<file path="src/rtl/morse_pulse_generator_if.sv">
//------------------------------------------------------------------------------
// Module      : morse_pulse_generator_if
// Description : Valid/ready event handshake between a pulse-code source and
//               the morse pulse generator.
// Revision    : 1.0 - initial release
//------------------------------------------------------------------------------
`default_nettype none

interface morse_pulse_generator_if;
    logic [2:0] event_in;
    logic       event_valid;
    logic       event_ready;

    modport master (
        output event_in,
        output event_valid,
        input  event_ready
    );

    modport slave (
        input  event_in,
        input  event_valid,
        output event_ready
    );
endinterface

`default_nettype wire

</file>
<file path="src/rtl/morse_pulse_generator.sv">
//------------------------------------------------------------------------------
// Module      : morse_pulse_generator
// Description : Queues dit/dash/space codes in a FIFO and replays them as a
//               timed keying waveform. Optional sidetone via SIDETONE_EN.
// Revision    : 1.0 - initial release
//------------------------------------------------------------------------------
`default_nettype none

module morse_pulse_generator #(
    parameter int DIT_TIME          = 100,
    parameter int DASH_TIME         = 300,
    parameter int ELEMENT_GAP_TIME  = 100,
    parameter int LETTER_SPACE_TIME = 200,
    parameter int WORD_SPACE_TIME   = 600,
    parameter int TIMER_WIDTH       = 12,
    parameter int FIFO_DEPTH        = 8
`ifdef SIDETONE_EN
    ,
    parameter int TONE_HALF_PERIOD  = 1
`endif
) (
    input  logic                          clock_1khz,
    input  logic                          rst_n,
    morse_pulse_generator_if.slave        evt,
    input  logic                          enable,
    input  logic                          flush,
    output logic                          morse_out,
    output logic                          busy,
    output logic [$clog2(FIFO_DEPTH):0]   fifo_count
`ifdef SIDETONE_EN
    ,
    output logic                          tone_out
`endif
);

    localparam int c_PTR_W = $clog2(FIFO_DEPTH);
    localparam int c_CNT_W = c_PTR_W + 1;

    localparam logic [c_CNT_W-1:0] c_CNT_FULL = c_CNT_W'(FIFO_DEPTH);
    localparam logic [c_CNT_W-1:0] c_CNT_ONE  = c_CNT_W'(1);
    localparam logic [c_PTR_W-1:0] c_PTR_ONE  = c_PTR_W'(1);

    localparam logic [2:0] c_CODE_DIT    = 3'd1;
    localparam logic [2:0] c_CODE_DASH   = 3'd2;
    localparam logic [2:0] c_CODE_LETTER = 3'd3;
    localparam logic [2:0] c_CODE_WORD   = 3'd4;

    // Timer holds N-1 on entry and counts to zero, so a state lasts N cycles.
    localparam logic [TIMER_WIDTH-1:0] c_DIT_LOAD    = TIMER_WIDTH'(DIT_TIME - 1);
    localparam logic [TIMER_WIDTH-1:0] c_DASH_LOAD   = TIMER_WIDTH'(DASH_TIME - 1);
    localparam logic [TIMER_WIDTH-1:0] c_GAP_LOAD    = TIMER_WIDTH'(ELEMENT_GAP_TIME - 1);
    localparam logic [TIMER_WIDTH-1:0] c_LETTER_LOAD = TIMER_WIDTH'(LETTER_SPACE_TIME - 1);
    localparam logic [TIMER_WIDTH-1:0] c_WORD_LOAD   = TIMER_WIDTH'(WORD_SPACE_TIME - 1);
    localparam logic [TIMER_WIDTH-1:0] c_TIMER_ONE   = TIMER_WIDTH'(1);

    typedef enum logic [1:0] {
        S_IDLE  = 2'd0,
        S_MARK  = 2'd1,
        S_GAP   = 2'd2,
        S_SPACE = 2'd3
    } state_t;

    // FIFO storage and bookkeeping
    logic [2:0]          r_mem [FIFO_DEPTH];
    logic [c_PTR_W-1:0]  r_wr_ptr;
    logic [c_PTR_W-1:0]  r_rd_ptr;
    logic [c_CNT_W-1:0]  r_count;

    // Keying FSM
    state_t                  r_state;
    state_t                  w_state_nxt;
    logic [TIMER_WIDTH-1:0]  r_timer;
    logic [TIMER_WIDTH-1:0]  w_timer_nxt;
    logic                    r_morse;
    logic                    w_morse_nxt;

    logic        w_code_ok;
    logic        w_push;
    logic        w_pop;
    logic        w_fifo_empty;
    logic        w_timer_done;
    logic [2:0]  w_head;

    assign evt.event_ready = (r_count != c_CNT_FULL);

    // Codes outside 1..4 complete the handshake but are never stored.
    assign w_code_ok    = (evt.event_in >= c_CODE_DIT) && (evt.event_in <= c_CODE_WORD);
    assign w_push       = evt.event_valid & evt.event_ready & w_code_ok & ~flush;
    assign w_fifo_empty = (r_count == '0);
    assign w_head       = r_mem[r_rd_ptr];
    assign w_timer_done = (r_timer == '0);

    always_ff @(posedge clock_1khz) begin
        if (w_push) begin
            r_mem[r_wr_ptr] <= evt.event_in;
        end
    end

    always_ff @(posedge clock_1khz or negedge rst_n) begin
        if (!rst_n) begin
            r_wr_ptr <= '0;
            r_rd_ptr <= '0;
            r_count  <= '0;
        end else if (flush) begin
            r_wr_ptr <= '0;
            r_rd_ptr <= '0;
            r_count  <= '0;
        end else begin
            if (w_push) begin
                r_wr_ptr <= r_wr_ptr + c_PTR_ONE;
            end
            if (w_pop) begin
                r_rd_ptr <= r_rd_ptr + c_PTR_ONE;
            end
            case ({w_push, w_pop})
                2'b10:   r_count <= r_count + c_CNT_ONE;
                2'b01:   r_count <= r_count - c_CNT_ONE;
                default: r_count <= r_count;
            endcase
        end
    end

    always_ff @(posedge clock_1khz or negedge rst_n) begin
        if (!rst_n) begin
            r_state <= S_IDLE;
            r_timer <= '0;
            r_morse <= 1'b0;
        end else begin
            r_state <= w_state_nxt;
            r_timer <= w_timer_nxt;
            r_morse <= w_morse_nxt;
        end
    end

    always_comb begin
        w_state_nxt = r_state;
        w_timer_nxt = r_timer;
        w_morse_nxt = r_morse;
        w_pop       = 1'b0;

        if (flush) begin
            w_state_nxt = S_IDLE;
            w_timer_nxt = '0;
            w_morse_nxt = 1'b0;
        end else begin
            case (r_state)
                S_IDLE: begin
                    if (enable && !w_fifo_empty) begin
                        w_pop = 1'b1;
                        case (w_head)
                            c_CODE_DIT: begin
                                w_state_nxt = S_MARK;
                                w_timer_nxt = c_DIT_LOAD;
                                w_morse_nxt = 1'b1;
                            end
                            c_CODE_DASH: begin
                                w_state_nxt = S_MARK;
                                w_timer_nxt = c_DASH_LOAD;
                                w_morse_nxt = 1'b1;
                            end
                            c_CODE_LETTER: begin
                                w_state_nxt = S_SPACE;
                                w_timer_nxt = c_LETTER_LOAD;
                            end
                            default: begin
                                w_state_nxt = S_SPACE;
                                w_timer_nxt = c_WORD_LOAD;
                            end
                        endcase
                    end
                end

                S_MARK: begin
                    if (w_timer_done) begin
                        w_state_nxt = S_GAP;
                        w_timer_nxt = c_GAP_LOAD;
                        w_morse_nxt = 1'b0;
                    end else begin
                        w_timer_nxt = r_timer - c_TIMER_ONE;
                    end
                end

                S_GAP, S_SPACE: begin
                    if (w_timer_done) begin
                        w_state_nxt = S_IDLE;
                    end else begin
                        w_timer_nxt = r_timer - c_TIMER_ONE;
                    end
                end

                default: begin
                    w_state_nxt = S_IDLE;
                    w_timer_nxt = '0;
                    w_morse_nxt = 1'b0;
                end
            endcase
        end
    end

    assign morse_out  = r_morse;
    assign busy       = (r_state != S_IDLE) | ~w_fifo_empty;
    assign fifo_count = r_count;

`ifdef SIDETONE_EN
    localparam int c_TONE_W = (TONE_HALF_PERIOD > 1) ? $clog2(TONE_HALF_PERIOD) : 1;
    localparam logic [c_TONE_W-1:0] c_TONE_LAST = c_TONE_W'(TONE_HALF_PERIOD - 1);
    localparam logic [c_TONE_W-1:0] c_TONE_ONE  = c_TONE_W'(1);

    logic [c_TONE_W-1:0] r_tone_div;
    logic                r_tone;

    // Divider restarts from zero on every mark so each element starts in phase.
    always_ff @(posedge clock_1khz or negedge rst_n) begin
        if (!rst_n) begin
            r_tone_div <= '0;
            r_tone     <= 1'b0;
        end else if (!r_morse) begin
            r_tone_div <= '0;
            r_tone     <= 1'b0;
        end else if (r_tone_div == c_TONE_LAST) begin
            r_tone_div <= '0;
            r_tone     <= ~r_tone;
        end else begin
            r_tone_div <= r_tone_div + c_TONE_ONE;
        end
    end

    assign tone_out = r_tone;
`endif

endmodule

`default_nettype wire

</file>
<file path="src/flat_wrapper.sv">
// flat-port wrapper written by rule: the top's interface ports become plain ports
module morse_pulse_generator_flat 
#(
    parameter int DIT_TIME          = 100,
    parameter int DASH_TIME         = 300,
    parameter int ELEMENT_GAP_TIME  = 100,
    parameter int LETTER_SPACE_TIME = 200,
    parameter int WORD_SPACE_TIME   = 600,
    parameter int TIMER_WIDTH       = 12,
    parameter int FIFO_DEPTH        = 8

)
  (clock_1khz, rst_n, enable, flush, morse_out, busy, fifo_count, evt_event_in, evt_event_valid, evt_event_ready);
  morse_pulse_generator_if evt_i ();
  input  logic clock_1khz;
  input  logic rst_n;
  input  logic enable;
  input  logic flush;
  output logic morse_out;
  output logic busy;
  output logic [$clog2(FIFO_DEPTH):0] fifo_count;
  input wire logic [$bits(evt_i.event_in)-1:0] evt_event_in;
  input wire logic [$bits(evt_i.event_valid)-1:0] evt_event_valid;
  output wire logic [$bits(evt_i.event_ready)-1:0] evt_event_ready;
  assign evt_i.event_in = evt_event_in;
  assign evt_i.event_valid = evt_event_valid;
  assign evt_event_ready = evt_i.event_ready;
  morse_pulse_generator #(.DIT_TIME(DIT_TIME), .DASH_TIME(DASH_TIME), .ELEMENT_GAP_TIME(ELEMENT_GAP_TIME), .LETTER_SPACE_TIME(LETTER_SPACE_TIME), .WORD_SPACE_TIME(WORD_SPACE_TIME), .TIMER_WIDTH(TIMER_WIDTH), .FIFO_DEPTH(FIFO_DEPTH)) u_core (.clock_1khz(clock_1khz), .rst_n(rst_n), .evt(evt_i), .enable(enable), .flush(flush), .morse_out(morse_out), .busy(busy), .fifo_count(fifo_count));
endmodule
</file>
<file path="config.mk">
export PLATFORM = sky130hd
export DESIGN_NAME = morse_pulse_generator_flat
export DESIGN_NICKNAME = d
export VERILOG_FILES = /design/src/rtl/morse_pulse_generator_if.sv /design/src/rtl/morse_pulse_generator.sv /design/src/flat_wrapper.sv
export SDC_FILE = /design/constraint.sdc
export NUM_CORES = 1
export LEC_CHECK = 0
export ABC_AREA = 1
export BUFFER_PORTS_ARGS = -buffer_cell sky130_fd_sc_hd__clkbuf_2
export CAP_MARGIN = 20
export CORE_AREA = 2 2 109 111
export CTS_CLUSTER_SIZE = 25
export DETAILED_ROUTE_END_ITERATION = 6
export DIE_AREA = 0 0 111 113
export SLEW_MARGIN = 0
export SYNTH_ARGS = -nofsm -noshare
export SYNTH_HDL_FRONTEND = slang
export SYNTH_SLANG_ARGS = --single-unit
</file>
<file path="constraint.sdc">
create_clock -name clock_1khz -period 4.8 [get_ports clock_1khz]
set_clock_uncertainty 0.1 [all_clocks]
set_input_delay 0.96 -clock clock_1khz [delete_from_list [all_inputs] [get_ports clock_1khz]]
set_output_delay 0.96 -clock clock_1khz [all_outputs]
set_load 0.01 [all_outputs]
</file>
==> flow_metrics.py <==
metrics = {
    "timing": {
        "period_minus_slack_ns": 2.77,
        "hold_viol": 0,
        "holdWs_ns": 0.406,
        "rsz0062_at_grt": "false",
        "finalCritPeriodShare_pct": 57.7,
        "finalSetupViolations": 0,
        "worst_pin_slew_ns": 0.655,
        "fmax_ghz": 0.361,
        "drv_slew": 0,
        "setup_tns_ns": 0,
        "relSlewSlack_pct": 56.3,
    },
    "run": {
        "cap_violations": 0,
    },
    "final_layout": {
        "antenna_cells": 0,
        "area_growth_pct": 13.0,
        "layout_common_cells": "nand2_1 (107), inv_1 (53), nand3_1 (41)",
        "final_common_cell": "nand2_1",
        "n_fill_cell": 1183,
        "fin_nets": 383,
        "drive_above_1_share_pct": 11.4,
    },
    "floorplan": {
        "ioPinCount": 15,
        "fp.dieW_um": 111,
        "start_util_pct": 24.8,
        "coreArea_um2": 11300,
        "rows": 39,
        "die-area_um2": 12500,
        "die_h_um": 113,
    },
    "clock_tree": {
        "cts_hold_buffers": 0,
        "cts_root_buf": "clkbuf_16",
        "clk_pin_slew_ns": 0.07,
        "postCtsSetupBuffers": 0,
        "clockBufferDepth": 2,
        "clk-insertion-delay-late_ns": 0.29,
        "cts_made_buffers": 5,
        "cts-resized-gates": 0,
        "h-tree-depth": 2,
        "clock_sinks": 49,
        "cts_tree": "yes",
    },
    "yosys": {
        "syn_area_um2": 2790,
        "synthesis.nets": 367,
        "yosys.cell_types.count": 30,
        "yosys_register_bits": 49,
        "yosys_warnings": 0,
        "synth_area_per_cell_um2": 7.93,
        "synthCells": 352,
        "yosysSeqAreaShare_pct": 48.2,
    },
    "global_routing": {
        "grt_usage_pct": 10.3,
        "antenna_found_initial": 0,
        "grt_pass1_vias": 2136,
        "grt_remaining_overflow": 0,
        "grt_max_degree": 26,
        "grt_pass1_wl_um": 10400,
    },
    "critical_path": {
        "start_kind": "flop",
        "critPathKind": "flop to flop",
        "path_buf_inv": 1,
        "crit_chain": "nor2_2, inv_2, nor2_4, nand2_1, nor2_1, ha_1, a21oi_1, nand2_1, xor2_1, xnor2_1, nand2_1, nand2_1",
        "cp_top_family": "simple AND/OR/NAND/NOR gates",
        "worstPathMaxFanout": 12,
        "cp_slowest_cell": "nor2_2",
        "cp-end-kind": "flop",
        "crit_top_cell": "nand2_1",
        "slowest_delay_ns": 0.44,
        "cp_data_arrival_time_ns": 2.85,
        "critPathRequiredTime_ns": 4.88,
    },
    "outcome": {
        "outcome": "finished, final reports clean",
    },
    "drt": {
        "detail-route-antenna-nets": 0,
        "route.detailed.drc": 0,
        "drtIter0Drc": 121,
        "drtPass1Iterations": 5,
        "wl_um": 6020,
        "vias_per_cell": 4.39,
        "wl_per_cell_um": 11.8,
        "vias": 2247,
    },
    "power": {
        "p_leak_nw": 1.49,
        "power_density_nw_per_um2": 528,
        "ir_drop_v": 0.000223,
    },
    "place": {
        "finalWeightedCongestion": 0.884,
        "io_buffers": 14,
        "dp_hpwl_um": 4540,
    },
    "hold_path": {
        "hold_path_class": "flop to flop",
    },
}
## registers in the layout, summed over array words and instances, names as in the netlist
name               flops
u_core.fifo_count      4
u_core.morse_out       1
u_core.r_mem          24
u_core.r_rd_ptr        3
u_core.r_state         2
u_core.r_timer        12
u_core.r_wr_ptr        3
## per-stage QoR
step	cells	setup WS [ns]	cell area (µm²)	util [%]	total power [mW]
2_1_floorplan	352	2.11	2790	-	1.15
3_3_place_gp	504	1.84	3010	26.7	1.31
5_1_grt	512	1.76	3160	28.0	1.82
4_1_cts	512	2.04	3160	28.0	1.68
6_report	512	2.03	3160	28.0	1.67
3_5_place_dp	504	1.80	3010	26.7	1.31
## per-layer routing
metal	global-route usage (%)	part of all wire [%]
met1	13.9	48
met2	16.9	47
met3	1.50	3.5
met4	3.83	1.8
met5	0	0
## worst register-to-register path, stage by stage (launching register included)
cell and delay, ns:
dfrtp_1 0.40, nor2_2 0.44, inv_2 0.21, nor2_4 0.17, nand2_1 0.11, nor2_1 0.30, ha_1 0.33, a21oi_1 0.13
nand2_1 0.07, xor2_1 0.15, xnor2_1 0.13, nand2_1 0.07, nand2_1 0.05
## cells by family (layout without fill, tap and decap cells)
group / count (synthesis) / in the layout / share of synthesized area [%]
buffers and inverters: 61 / 78 / 8.78
xor gates and xnor gates: 6 / 6 / 1.88
DFF: 49 / 49 / 48.2
adders and majority gates: 7 / 7 / 3.41
AOI/OAI and AO/OA: 34 / 34 / 6.54
and+or+nand+nor: 195 / 195 / 31.2
## layout make-up
type	count	area, µm²	area share, %
sequential	49	1350	42.7
multi-input combinational	242	1200	38.0
timing repair buffer	14	70.1	2.22
tap	143	179	5.67
clock inverter	3	25.0	0.793
clock buffer	5	125	3.97
inverter	56	210	6.66
## where the power goes
group / total (mW) / leakage, nW / internal, mW / switching (mW)
Sequential: 0.598 / 0.546 / 0.513 / 0.0850
Clock: 0.361 / 0.0708 / 0.197 / 0.164
Combinational: 0.708 / 0.877 / 0.237 / 0.471
## worst paths after layout
path / start / endpoint / slack (ns) / cells after the start
setup / recovery: u_core.r_state[1]$_DFFE_PN0P_ / u_core.fifo_count[3]$_DFFE_PN0P_ / 2.03 / 12
hold / removal: u_core.morse_out$_DFFE_PN0P_ / u_core.morse_out$_DFFE_PN0P_ / 0.41 / 2
setup reg to reg: u_core.r_state[1]$_DFFE_PN0P_ / u_core.fifo_count[3]$_DFFE_PN0P_ / 2.03 / 12
hold reg to reg: u_core.morse_out$_DFFE_PN0P_ / u_core.morse_out$_DFFE_PN0P_ / 0.41 / 2
max in group asynchronous: rst_n / u_core.fifo_count[2]$_DFFE_PN0P_ / 3.59 / 1
min in group asynchronous: rst_n / u_core.r_timer[6]$_DFFE_PN0P_ / 0.59 / 1
## Yosys cell counts, drive strengths merged
cell	number	area share, %
a21oi	10	2.1
buf	4	1.1
clkbuf	1	0.13
dfrtp	25	22
edfxtp	24	26
fa	1	0.72
ha	6	2.7
inv	56	7.5
nand2	109	15
nand3	44	8.4
nand4	2	0.45
nor2	33	5.3
nor3	5	1.4
nor3b	1	0.45
o21a	1	0.27
o21ai	22	3.9
o31ai	1	0.27
or2	1	0.22
xnor2	2	0.63
xor2	4	1.3
Power figures use the tool's default switching activity.
